`src/rtl/load_store_unit.sv`:
```
// Load/store unit: serialises one load or store into little-endian byte accesses
// on the shared memory-controller port and returns sign/zero-extended load results.
module load_store_unit #(
  parameter int unsigned       ADDR_W     = 32,
  parameter int unsigned       OP_W       = 6,
  parameter logic [ADDR_W-1:0] IO_ADDR    = ADDR_W'('h30000),
  parameter logic [OP_W-1:0]   OP_ENUM_LB  = OP_W'(1),
  parameter logic [OP_W-1:0]   OP_ENUM_LH  = OP_W'(2),
  parameter logic [OP_W-1:0]   OP_ENUM_LW  = OP_W'(3),
  parameter logic [OP_W-1:0]   OP_ENUM_LBU = OP_W'(4),
  parameter logic [OP_W-1:0]   OP_ENUM_LHU = OP_W'(5),
  parameter logic [OP_W-1:0]   OP_ENUM_SB  = OP_W'(6),
  parameter logic [OP_W-1:0]   OP_ENUM_SH  = OP_W'(7),
  parameter logic [OP_W-1:0]   OP_ENUM_SW  = OP_W'(8)
) (
  input  logic              clk_in,
  input  logic              rst_in,
  input  logic              rdy_in,
  input  logic              enable_from_lsb,
  input  logic              read_write_flag_from_lsb,
  input  logic [OP_W-1:0]   op_enum_from_lsb,
  input  logic [ADDR_W-1:0] address_from_lsb,
  input  logic [31:0]       data_from_lsb,
  output logic              busy_to_lsb,
  output logic              end_to_lsb,
  output logic [31:0]       data_to_lsb,
  output logic              enable_to_cdb,
  output logic [31:0]       result_to_cdb,
  input  logic              roll_back_flag_from_rob,
  input  logic              mem_grant_in,
  input  logic              io_buffer_full_in,
  input  logic [7:0]        mem_din_in,
  output logic              mem_req_out,
  output logic              mem_wr_out,
  output logic [ADDR_W-1:0] mem_a_out,
  output logic [7:0]        mem_dout_out
);

  typedef enum logic [1:0] {S_IDLE, S_ACCESS, S_WAIT, S_DONE} state_e;

  state_e            state_q, state_d;
  logic [OP_W-1:0]   op_q;
  logic [ADDR_W-1:0] addr_q;
  logic [31:0]       data_q;
  logic              rw_q;
  logic              cancel_q;
  logic [1:0]        idx_q;
  logic [31:0]       acc_q;
  logic              rd_pend_q;

  logic       io_stall, flush_load, issue, last_byte;
  logic [1:0] cap_idx;

  function automatic logic [1:0] last_idx(input logic [OP_W-1:0] op);
    if (op == OP_ENUM_LB || op == OP_ENUM_LBU || op == OP_ENUM_SB) return 2'd0;
    else if (op == OP_ENUM_LH || op == OP_ENUM_LHU || op == OP_ENUM_SH) return 2'd1;
    return 2'd3;
  endfunction

  function automatic logic [31:0] extend(input logic [OP_W-1:0] op, input logic [31:0] v);
    if (op == OP_ENUM_LB)       return {{24{v[7]}}, v[7:0]};
    else if (op == OP_ENUM_LH)  return {{16{v[15]}}, v[15:0]};
    else if (op == OP_ENUM_LBU) return {24'h0, v[7:0]};
    else if (op == OP_ENUM_LHU) return {16'h0, v[15:0]};
    return v;
  endfunction

  // Stall compares the operation's base address, so a whole I/O store waits together.
  assign io_stall   = rw_q && io_buffer_full_in &&
                      (addr_q == IO_ADDR || addr_q == IO_ADDR + ADDR_W'(4));
  assign flush_load = roll_back_flag_from_rob && !rw_q;
  assign issue      = (state_q == S_ACCESS) && rdy_in && mem_grant_in && !io_stall && !flush_load;
  assign last_byte  = (idx_q == last_idx(op_q));
  assign cap_idx    = idx_q - 2'd1;

  // NOTE: sequential state is updated with non-blocking assignments only.
  always_ff @(posedge clk_in or posedge rst_in) begin
    if (rst_in) state_q <= S_IDLE;
    else        state_q <= state_d;
  end

  // NOTE: every combinational output gets a default first, so no path infers a latch.
  always_comb begin
    state_d = state_q;
    if (rdy_in) begin
      unique case (state_q)
        S_IDLE: begin
          if (enable_from_lsb)
            state_d = (roll_back_flag_from_rob && !read_write_flag_from_lsb) ? S_DONE : S_ACCESS;
        end
        S_ACCESS: begin
          if (flush_load)              state_d = S_DONE;
          else if (issue && last_byte) state_d = rw_q ? S_DONE : S_WAIT;
        end
        S_WAIT:  state_d = S_DONE;
        S_DONE:  state_d = S_IDLE;
        default: state_d = S_IDLE;
      endcase
    end
  end

  always_ff @(posedge clk_in or posedge rst_in) begin
    if (rst_in) begin
      op_q      <= '0;
      addr_q    <= '0;
      data_q    <= '0;
      rw_q      <= 1'b0;
      cancel_q  <= 1'b0;
      idx_q     <= '0;
      acc_q     <= '0;
      rd_pend_q <= 1'b0;
    end else if (rdy_in) begin
      rd_pend_q <= issue && !rw_q;
      // The byte read last cycle belongs to the index already advanced past it.
      if (rd_pend_q) acc_q[{cap_idx, 3'b000} +: 8] <= mem_din_in;
      if (issue) idx_q <= idx_q + 2'd1;
      if (flush_load && (state_q == S_ACCESS || state_q == S_WAIT)) cancel_q <= 1'b1;
      if (state_q == S_IDLE && enable_from_lsb) begin
        op_q     <= op_enum_from_lsb;
        addr_q   <= address_from_lsb;
        data_q   <= data_from_lsb;
        rw_q     <= read_write_flag_from_lsb;
        cancel_q <= roll_back_flag_from_rob && !read_write_flag_from_lsb;
        idx_q    <= '0;
        acc_q    <= '0;
      end
    end
  end

  always_comb begin
    busy_to_lsb   = (state_q != S_IDLE);
    end_to_lsb    = 1'b0;
    enable_to_cdb = 1'b0;
    data_to_lsb   = '0;
    result_to_cdb = '0;
    mem_req_out   = issue;
    mem_wr_out    = issue && rw_q;
    mem_a_out     = '0;
    mem_dout_out  = '0;
    if (state_q == S_DONE) begin
      end_to_lsb    = rdy_in;
      enable_to_cdb = rdy_in && !rw_q && !cancel_q && !roll_back_flag_from_rob;
      data_to_lsb   = extend(op_q, acc_q);
      result_to_cdb = extend(op_q, acc_q);
    end
    if (issue) begin
      mem_a_out = addr_q + ADDR_W'(idx_q);
      if (rw_q) mem_dout_out = data_q[{idx_q, 3'b000} +: 8];
    end
  end

endmodule

```
`config.mk`:
```
export PLATFORM = sky130hd
export DESIGN_NAME = load_store_unit
export DESIGN_NICKNAME = d
export VERILOG_FILES = /design/src/rtl/load_store_unit.sv
export SDC_FILE = /design/constraint.sdc
export NUM_CORES = 1
export LEC_CHECK = 0
export CORE_UTILIZATION = 47
export DETAILED_ROUTE_END_ITERATION = 16
export HOLD_SLACK_MARGIN = 0.02
export PLACE_DENSITY = 0.89
export SLEW_MARGIN = 15
export SYNTH_ARGS = -nofsm -noshare
export SYNTH_HDL_FRONTEND = slang
export SYNTH_SLANG_ARGS = --single-unit
```
`constraint.sdc`:
```
create_clock -name clk_in -period 5.23 [get_ports clk_in]
set_input_delay 1.569 -clock clk_in [delete_from_list [all_inputs] [get_ports clk_in]]
set_output_delay 1.569 -clock clk_in [all_outputs]
set_load 0.005 [all_outputs]
```
Yosys cells after proc, flatten, opt, wreduce, memory -nomap -nowiden
Cells that the tools add are included.
{"block": "op_classes", "reduce_logical": 38, "muxes": 34, "n_shift": 3, "addsub": 4, "eq_ne": 14}
{"operator": "32-bit 2-to-1 mux", "n": 9}
{"operator": "32-bit by 18-bit == test with 1-bit output, second input constant", "n": 2}
{"operator": "32-bit by 2-bit adder with 32-bit output", "n": 1}
{"operator": "32-bit bitwise mux", "n": 1}
{"operator": "8-bit by 7-bit variable shift with 32-bit output, first input constant", "n": 1}
{"operator": "32-bit by 6-bit indexed part select with 8-bit output", "n": 1}
{"operator": "8-bit by 7-bit indexed part select with 32-bit output", "n": 1}
{"operator": "6-bit by 3-bit == test with 1-bit output, second input constant", "n": 4}
{"operator": "2-bit 2-to-1 mux", "n": 9}
{"operator": "1-bit logical AND", "n": 16}
{"operator": "8-bit 2-to-1 mux", "n": 2}
{"operator": "1-bit 2-to-1 mux", "n": 12}
{"operator": "2-bit one-hot mux with 4 select lines", "n": 1}
{"operator": "2-bit AND reduction", "n": 4}
{"operator": "2-bit nonzero test", "n": 4}
{"operator": "5-bit negator with 7-bit output", "n": 1}
{"operator": "6-bit by 1-bit == test with 1-bit output, second input constant", "n": 1}
{"operator": "6-bit by 2-bit == test with 1-bit output, second input constant", "n": 1}
{"operator": "1-bit logical NOT", "n": 6}
{"operator": "1-bit logical OR", "n": 6}
{"operator": "2-bit == test, second input constant", "n": 2}
{"operator": "3-bit inequality test, second input constant", "n": 1}
{"operator": "3-bit AND reduction", "n": 1}
{"operator": "2-bit by 1-bit adder with 2-bit output, second input constant", "n": 1}
{"operator": "other kinds (5)", "n": 5}
{"block": "word_totals", "reg_bits": 109, "inputBits": 86}

Longest topological paths before layout
Gate-level depths: netlist of run 1.
{"block": "logic_depth", "word_depth": 11, "ltp_mapped": 9, "ltp_nobuf": 7}

Worst setup path before layout of run 1
OpenSTA, ideal clock, no wires.
{"block": "synth_timing", "path_kind": "in2out", "startpoint": "input port io_buffer_full_in", "endpoint": "output port mem_dout_out[1]", "path_stages": 7, "required_ps": 3661, "n_path_buf": 2, "path_slack_ps": 1058, "arrival_ps": 2603, "cell_sequence": "nor4bb_1 -> and4_1 -> a31o_2 -> buf_6 -> inv_4 -> buf_2 -> and3_1"}
{"block": "synth_via", "elab_chain_cells": 6}
{"element": "start, declared", "line_no": "31", "rtl": "input logic io_buffer_full_in,"}
{"element": "1-bit logical AND (2 in series)", "line_no": "69", "rtl": "assign io_stall = rw_q && io_buffer_full_in &&"}
{"element": "1-bit logical NOT", "line_no": "72", "rtl": "assign issue = (state_q == S_ACCESS) && rdy_in && mem_grant_in && !io_stall && !flush_load;"}
{"element": "1-bit logical AND (2 in series)", "line_no": "72"}
{"element": "via mem_req_out", "line_no": "33", "rtl": "output logic mem_req_out,"}
{"element": "8-bit 2-to-1 mux", "line_no": "146", "rtl": "if (issue) begin"}
{"element": "end, declared", "line_no": "36", "rtl": "output logic [7:0] mem_dout_out"}
The timed path passes the listed nets, and every way through them passes these cells.

Worst setup path after layout of run 1
{"block": "layout_timing", "startpoint": "input port io_buffer_full_in", "endpoint": "output port mem_dout_out[1]"}
{"block": "layout_via", "elab_chain_cells": 6}
{"element": "1-bit logical AND (2 in series)", "line_no": "69"}
{"element": "1-bit logical NOT", "line_no": "72"}
{"element": "1-bit logical AND (2 in series)", "line_no": "72"}
{"element": "8-bit 2-to-1 mux", "line_no": "146"}
Every way passes these cells.

==> run summary, run 1 <==
- slowest library cell on the worst path: sky130_fd_sc_hd__clkdlybuf4s50_1
- sequential cell fraction of total power: 0.419
- Layout area overhead: 35.1%
- via count of the routed design: 4921
- Num CTS Buffers: 9
- most used flip-flop cell after synthesis: sky130_fd_sc_hd__dfrtp_1
- clock network power share: 0.174
- count of mapped cells out of synthesis: 556
- path type of the worst setup path: in2out
- cell area after technology mapping: 6130 µm²
- IO Pins: 195
- share of the clock period used by the worst path after layout: 0.977
- overall overflow remaining after global route: 0
- startpoint of the most critical hold path: acc_q[0]
- instance count along the most critical hold path: 1
- total of endpoints with negative setup slack in the final report: 0
- met3 capacity usage during global routing: 0.0503
- share of flip-flops with an asynchronous set or reset after synthesis: 1.00
- vias in the first global route: 5024
- net switching power: 0.00132 W
- combinational fraction of design power: 0.407
- Detailed Route WL: 15.9 mm
- number of buffers added to fix hold violations after cts: 0
- Max transition margin: 0.293
- core region area: 12700 µm²
- CTS clock-pin slew for the worst setup and hold paths: 0.07 ns
- Hold WC Path Type: reg2reg
- Startpoint Class: input pin
- critical path's top delay family: buffers and inverters
- Final #Nets: 808
- Post-synth EDFFs: 0
- reg-to-reg endpoint: acc_q[1]
- first-pass GRT wire length: 25.3 mm
- critical path peak fanout: 14
- Synth Register Bits: 109
- clock net sink count: 109
- fraction of layout instances using a drive strength above 1: 0.168
- number of cells on the worst reg-to-reg path: 7
- Leakage: 3.37 nW
- worst-skew pair later-pin latency: 0.34 ns
- die height: 116 µm
- worst hold endpoint: acc_q[0]
- worst path bufs/invs: 3
- residual antenna-violating net count after detailed routing: 0
- result of the run: complete, no violations
- critical path required time: 3.66 ns
- global placement routability congestion: 0.820
- routing usage on met2: 0.423
- fillcell total: 990
- post-DR vias/cell: 5.54
- power per unit of standard cell area: 447 nW/µm²
- global routing usage summed across all routing layers: 0.244
- Detail Placement HPWL: 11.8 mm
- Syn Nets: 653
- most numerous cell on the critical path: sky130_fd_sc_hd__clkdlybuf4s50_1
- Core Rows: 41
- worst supply voltage drop on vdd: 0.215 mV
- maximum clock frequency: 196 MHz
- number of violations of the max-capacitance limit: 0
- Register-to-Register Setup Slack: 2.66 ns
- total number of H-tree levels: 3
- number of library cell types mapped by synthesis: 56
- Worst Clk Skew: 0.0114 ns
- worst-path cell chain: clkdlybuf4s50_1, nor4bb_2, and4_1, a31o_4, inv_4, and3_1, clkdlybuf4s50_1
- x dimension of the die: 116 µm
- First-pass DRT Iterations: 5
- Port Buffer Count: 194
- initial core utilization: 0.484
- sw frac: 0.356
- Worst Path Arrival: 3.54 ns
- initial antenna violation count: 0
- number of DRC markers in iteration 0: 292
- Pint: 0.00238 W
- met1 track demand over resource: 0.307
- count of non-filler cells in the finished layout: 888
- Total Die Area: 13500 µm²
- number of antenna cells inserted: 0
- CTS Root Cell: sky130_fd_sc_hd__clkbuf_16
- Worst R2R Start: idx_q[0]
- Slowest Stage Delay on Critical Path: 0.48 ns
- Avg WL per Cell: 17.9 µm
- busiest layer in global routing: met2
- unrepaired setup endpoints after global routing: false
- DR DRC count: 0
- min Tclk post-route: 5.11 ns
- slew of the pin with the lowest slew margin: 1.05 ns
- clock tree from TritonCTS: built
- max-slew violation count: 0
- sort of element at the end of the critical path: output port
- setup TNS: 0 ns
- Max Root-Sink Buffers: 2
- Hold Vio Cnt, Final: 0
- number of warning messages in the yosys log: 0
- count of placed standard cells including taps: 872
- largest net degree at the start of global routing: 75
- syn avg cell area: 11.0 µm²
- fraction of the yosys area taken by sequential cells: 0.445
[worst max-delay path by stage]
stage                      start              end  depth (start not counted)
2_1_floorplan             rst_in         acc_q[0]                          1
3_3_place_gp   io_buffer_full_in  mem_dout_out[4]                          7
3_5_place_dp   io_buffer_full_in    mem_a_out[11]                          7
4_1_cts        io_buffer_full_in    mem_a_out[11]                          7
5_1_grt        io_buffer_full_in    mem_a_out[31]                          7
6_report       io_buffer_full_in  mem_dout_out[1]                          7
[flip-flops by register name (all words and copies together) (netlist names)]
signal,cells
op_q,6
cancel_q,1
idx_q,2
state_q,2
data_q,32
rd_pend_q,1
rw_q,1
acc_q,32
addr_q,32
[layout by cell type (no fill, tap or decap), types with 3 or more instances in the layout]
cell type	n
sky130_fd_sc_hd__buf_4	8
sky130_fd_sc_hd__nor3_1	11
sky130_fd_sc_hd__o21a_1	17
sky130_fd_sc_hd__a22o_1	32
sky130_fd_sc_hd__clkbuf_16	9
sky130_fd_sc_hd__inv_1	15
sky130_fd_sc_hd__and3_1	12
sky130_fd_sc_hd__a21boi_0	8
sky130_fd_sc_hd__nand4_1	6
sky130_fd_sc_hd__nor2_1	33
sky130_fd_sc_hd__xor2_1	12
sky130_fd_sc_hd__and2_1	13
sky130_fd_sc_hd__nand3_1	8
sky130_fd_sc_hd__o21ai_0	11
sky130_fd_sc_hd__mux2_2	71
sky130_fd_sc_hd__ha_1	10
sky130_fd_sc_hd__dfrtp_1	109
sky130_fd_sc_hd__a21oi_1	6
sky130_fd_sc_hd__nand2_1	39
sky130_fd_sc_hd__and4_1	3
sky130_fd_sc_hd__xnor2_1	15
sky130_fd_sc_hd__mux4_2	8
sky130_fd_sc_hd__or3_1	7
sky130_fd_sc_hd__nor4_1	11
sky130_fd_sc_hd__clkdlybuf4s50_1	194
sky130_fd_sc_hd__nand3b_1	3
[kinds of logic after synthesis]
family,after synthesis,share of synthesized area
xor gates and xnor gates,27,0.0386
AOI/OAI and AO/OA,91,0.116
buffers and inverters,76,0.0726
DFF,109,0.445
muxes,80,0.162
adders and majority gates,11,0.0237
and+or+nand+nor,162,0.143
[routing by layer]
layer,wire length (µm),share of wire
met4,259,0.016
met1,6530,0.41
met3,1070,0.067
met2,8060,0.51
met5,0,0
[cell usage after synthesis (12+ instances only)]
cell type                 count  share of area
sky130_fd_sc_hd__mux2_2      71           0.13
sky130_fd_sc_hd__and2_1      13          0.013
sky130_fd_sc_hd__buf_4       32          0.039
sky130_fd_sc_hd__xor2_1      12          0.017
sky130_fd_sc_hd__o21a_1      17          0.021
sky130_fd_sc_hd__xnor2_1     15          0.021
sky130_fd_sc_hd__nor2_1      33          0.020
sky130_fd_sc_hd__buf_2       18          0.015
sky130_fd_sc_hd__and3_1      12          0.012
sky130_fd_sc_hd__inv_1       16         0.0098
sky130_fd_sc_hd__a22o_1      32          0.046
sky130_fd_sc_hd__nand2_1     40          0.024
sky130_fd_sc_hd__dfrtp_1    109           0.44
[through the flow]
stage	hold WS, ns	instance area (µm²)	utilization	total power, W	setup WS, ns
2_1_floorplan	0.465	6130	-	0.00251	0.787
3_5_place_dp	0.483	7990	0.630	0.00305	0.0196
6_report	0.501	8290	0.654	0.00370	0.122
5_1_grt	0.519	8290	0.654	0.00395	0.0485
4_1_cts	0.503	8270	0.652	0.00371	0.00607
3_3_place_gp	0.479	7990	0.630	0.00296	0.141
[repair_timing]
item | in CTS | in global routing
endpoints found under the hold margin | 0 | 0
setup buffers | 0 | 0
setup endpoints to repair | 0 | 34
resized for setup | 0 | 3
[final cells by class]
cell class / instances / area [µm²] / area share
repair buffers: 203 / 2010 / 0.243
flip-flops and latches: 109 / 2730 / 0.329
clock buffers: 12 / 246 / 0.0297
well taps: 172 / 215 / 0.0260
inverters: 17 / 68.8 / 0.00831
multi-input cells: 371 / 2980 / 0.360
clock inverters: 4 / 31.3 / 0.00378
[worst reg2reg max path: cells and delay by family (launching register included)]
family,cells,cell delay (ns)
DFF,1,0.37
buffers and inverters,1,0.30
adders and majority gates,1,0.27
AOI/OAI and AO/OA,1,0.25
and+or+nand+nor,4,1.30
[power by group through the flow]
stage	registers, W	clock network (W)	logic, W
after detailed placement	0.00155	0	0.00150
after CTS	0.00154	0.000659	0.00151
final	0.00155	0.000645	0.00151
after floorplan	0.00141	0	0.00110
after global placement	0.00152	0	0.00144
after global routing	0.00160	0.000697	0.00165
(Power assumes the default switching activity.)
==> inputs of run 2 (changes only) <==
--- a/config.mk
+++ b/config.mk
@@ -6,10 +6,11 @@
 export NUM_CORES = 1
 export LEC_CHECK = 0
 export CORE_UTILIZATION = 47
+export CTS_CLUSTER_DIAMETER = 50
 export DETAILED_ROUTE_END_ITERATION = 16
 export HOLD_SLACK_MARGIN = 0.02
-export PLACE_DENSITY = 0.89
-export SLEW_MARGIN = 15
+export PLACE_DENSITY = 0.87
+export SLEW_MARGIN = 20
 export SYNTH_ARGS = -nofsm -noshare
 export SYNTH_HDL_FRONTEND = slang
 export SYNTH_SLANG_ARGS = --single-unit
==> run summary, run 2 (synthesis results as in run 1) <==
- critical path's top delay family: buffers and inverters, unchanged
- critical path required time: 3.66 ns, about the same
- Hold WC Path Type: reg2reg, unchanged
- IO Pins: 195, unchanged
- first-pass GRT wire length: 25.3 mm, about the same
- x dimension of the die: 116 µm, unchanged
- result of the run: complete, no violations, unchanged
- worst-skew pair later-pin latency: 0.34 ns, about the same
- Core Rows: 41, unchanged
- Detailed Route WL: 15.7 mm, was 15.9 mm
- CTS clock-pin slew for the worst setup and hold paths: 0.07 ns, about the same
- First-pass DRT Iterations: 4, was 5
- global routing usage summed across all routing layers: 0.244, about the same
- largest registers in the final layout: acc_q (32), addr_q (32), data_q (32), unchanged
- Leakage: 3.37 nW, about the same
- clock tree from TritonCTS: built, unchanged
- DR DRC count: 0, unchanged
- core region area: 12700 µm², unchanged
- Detail Placement HPWL: 11.8 mm, about the same
- Startpoint Class: input pin, unchanged
- Final #Nets: 808, unchanged
- total number of H-tree levels: 3, unchanged
- global placement routability congestion: 0.843, was 0.820
- clock net sink count: 109, unchanged
- setup TNS: 0 ns, unchanged
- sort of element at the end of the critical path: output port, unchanged
- min Tclk post-route: 5.19 ns, was 5.11 ns
- power per unit of standard cell area: 449 nW/µm², was 447 nW/µm²
- Avg WL per Cell: 17.7 µm, was 17.9 µm
- worst path bufs/invs: 2, was 3
- CTS Root Cell: sky130_fd_sc_hd__clkbuf_16, unchanged
- worst-path cell chain: clkdlybuf4s50_1, nor4bb_1, and4_1, a31o_4, a211oi_1, a31o_2, clkdlybuf4s50_1, was clkdlybuf4s50_1, nor4bb_2, and4_1, a31o_4, inv_4, and3_1, clkdlybuf4s50_1
- post-DR vias/cell: 5.52, was 5.54
- vias in the first global route: 5030, was 5024
- residual antenna-violating net count after detailed routing: 0, unchanged
- count of non-filler cells in the finished layout: 888, unchanged
- number of antenna cells inserted: 0, unchanged
- fraction of layout instances using a drive strength above 1: 0.170, was 0.168
- WHS: 0.499 ns, was 0.501 ns
- combined area of the multi-input logic cells: 2980 µm², about the same
- Layout area overhead: 35.6%, was 35.1%
- critical path peak fanout: 10, was 14
- initial core utilization: 0.484, unchanged
- max-slew violation count: 0, unchanged
- slew of the pin with the lowest slew margin: 1.06 ns, was 1.05 ns
- Slowest Stage Delay on Critical Path: 0.47 ns, was 0.48 ns
- total of endpoints with negative setup slack in the final report: 0, unchanged
- Worst Clk Skew: 0.00795 ns, was 0.0114 ns
- initial antenna violation count: 0, unchanged
- Total Die Area: 13500 µm², unchanged
- Max transition margin: 0.290, was 0.293
- Worst Path Arrival: 3.62 ns, was 3.54 ns
- number of violations of the max-capacitance limit: 0, unchanged
- share of the clock period used by the worst path after layout: 0.992, was 0.977
- die height: 116 µm, unchanged
- most numerous cell on the critical path: sky130_fd_sc_hd__clkdlybuf4s50_1, unchanged
- worst supply voltage drop on vdd: 0.246 mV, was 0.215 mV
- overall overflow remaining after global route: 0, unchanged
- Port Buffer Count: 194, unchanged
- slowest library cell on the worst path: sky130_fd_sc_hd__clkdlybuf4s50_1, unchanged
- number of DRC markers in iteration 0: 294, was 292
- largest net degree at the start of global routing: 75, unchanged
- Max Root-Sink Buffers: 2, unchanged
- count of placed standard cells including taps: 872, unchanged
- highest-count cells in the layout ignoring fill and taps: sky130_fd_sc_hd__clkdlybuf4s50_1 (194), sky130_fd_sc_hd__dfrtp_1 (109), sky130_fd_sc_hd__mux2_2 (71), unchanged
- overall power: 0.00373 W, was 0.00370 W
- Num CTS Buffers: 9, unchanged
- via count of the routed design: 4899, was 4921
- fillcell total: 983, was 990
- unrepaired setup endpoints after global routing: false, unchanged
- Hold Vio Cnt, Final: 0, unchanged
- leading cell type in the layout, fill and taps excluded: sky130_fd_sc_hd__clkdlybuf4s50_1, unchanged
- maximum clock frequency: 193 MHz, was 196 MHz
- path type of the worst setup path: in2out, unchanged
- sequential standard cell area: 2730 µm², unchanged
- number of buffers added to fix hold violations after cts: 0, unchanged
-- run 2: cell count changes in the layout (fill, tap and decap cells not counted) --
cell                         previous run  this run
sky130_fd_sc_hd__clkbuf_8               1         0
sky130_fd_sc_hd__clkinvlp_4             0         4
sky130_fd_sc_hd__nor2_2                 0         1
sky130_fd_sc_hd__clkbuf_1               2         0
sky130_fd_sc_hd__bufinv_16              0         1
sky130_fd_sc_hd__inv_6                  2         1
sky130_fd_sc_hd__clkinv_4               1         0
sky130_fd_sc_hd__buf_12                 0         1
sky130_fd_sc_hd__nor2_1                33        32
sky130_fd_sc_hd__nor4bb_1               0         1
sky130_fd_sc_hd__nor4bb_2               1         0
sky130_fd_sc_hd__buf_4                  8         7
-- run 2: repair_timing --
action | in CTS | in global routing
buffers inserted | 0 | 0
endpoints found under the setup margin | 1 | 1
gates resized for setup | 1 | 1
-- run 2: where the power goes --
group	switching (W)	total (W)	leakage (nW)	internal (W)
Clock	0.000310	0.000682	0.134	0.000372
Sequential	0.000370	0.00155	1.37	0.00118
Combinational	0.000634	0.00149	1.86	0.000861
-- run 2: path summary, 6_finish.rpt --
check,start,to,slack [ns],cells past startpoint
worst max-delay path,io_buffer_full_in,mem_a_out[31],0.04,7
worst min-delay path,acc_q[5],acc_q[5],0.50,1
worst max register to register,idx_q[1],acc_q[7],2.54,8
worst min register to register,acc_q[5],acc_q[5],0.50,1
max in group asynchronous,rst_in,addr_q[31],2.82,3
min in group asynchronous,rst_in,data_q[9],1.65,2
-- run 2: area by class of cell --
| cell class | count | share of cell area |
|---|---|---|
| multi-input cells | 371 | 0.358 |
| inverters | 17 | 0.00828 |
| flip-flops and latches | 109 | 0.328 |
| clock buffers | 9 | 0.0271 |
| repair buffers | 203 | 0.244 |
| well taps | 172 | 0.0259 |
| clock inverters | 7 | 0.00888 |
-- run 2: metrics by stage --
step	worst slack (ns)	area, µm²	util
CTS	0.0794	8310	0.656
global placement	0.0948	8000	0.631
floorplan	0.787	6130	-
detailed placement	0.0120	8000	0.631
global route	0.00528	8320	0.656
finish	0.0422	8320	0.656
-- run 2: per-layer routing --
metal / track usage / part of all wire
met5: 0 / 0
met4: 0.0761 / 0.017
met2: 0.422 / 0.51
met1: 0.308 / 0.41
met3: 0.0493 / 0.062
==> inputs of run 3 (changes only) <==
--- a/config.mk
+++ b/config.mk
@@ -5,6 +5,7 @@
 export SDC_FILE = /design/constraint.sdc
 export NUM_CORES = 1
 export LEC_CHECK = 0
+export CAP_MARGIN = 20
 export CORE_UTILIZATION = 47
 export CTS_CLUSTER_DIAMETER = 50
 export DETAILED_ROUTE_END_ITERATION = 16
@@ -14,3 +15,4 @@
 export SYNTH_ARGS = -nofsm -noshare
 export SYNTH_HDL_FRONTEND = slang
 export SYNTH_SLANG_ARGS = --single-unit
+export TNS_END_PERCENT = 20
==> results of run 3 <==
Same layout as run 2: the final DEF is identical, and so are final timing and power.
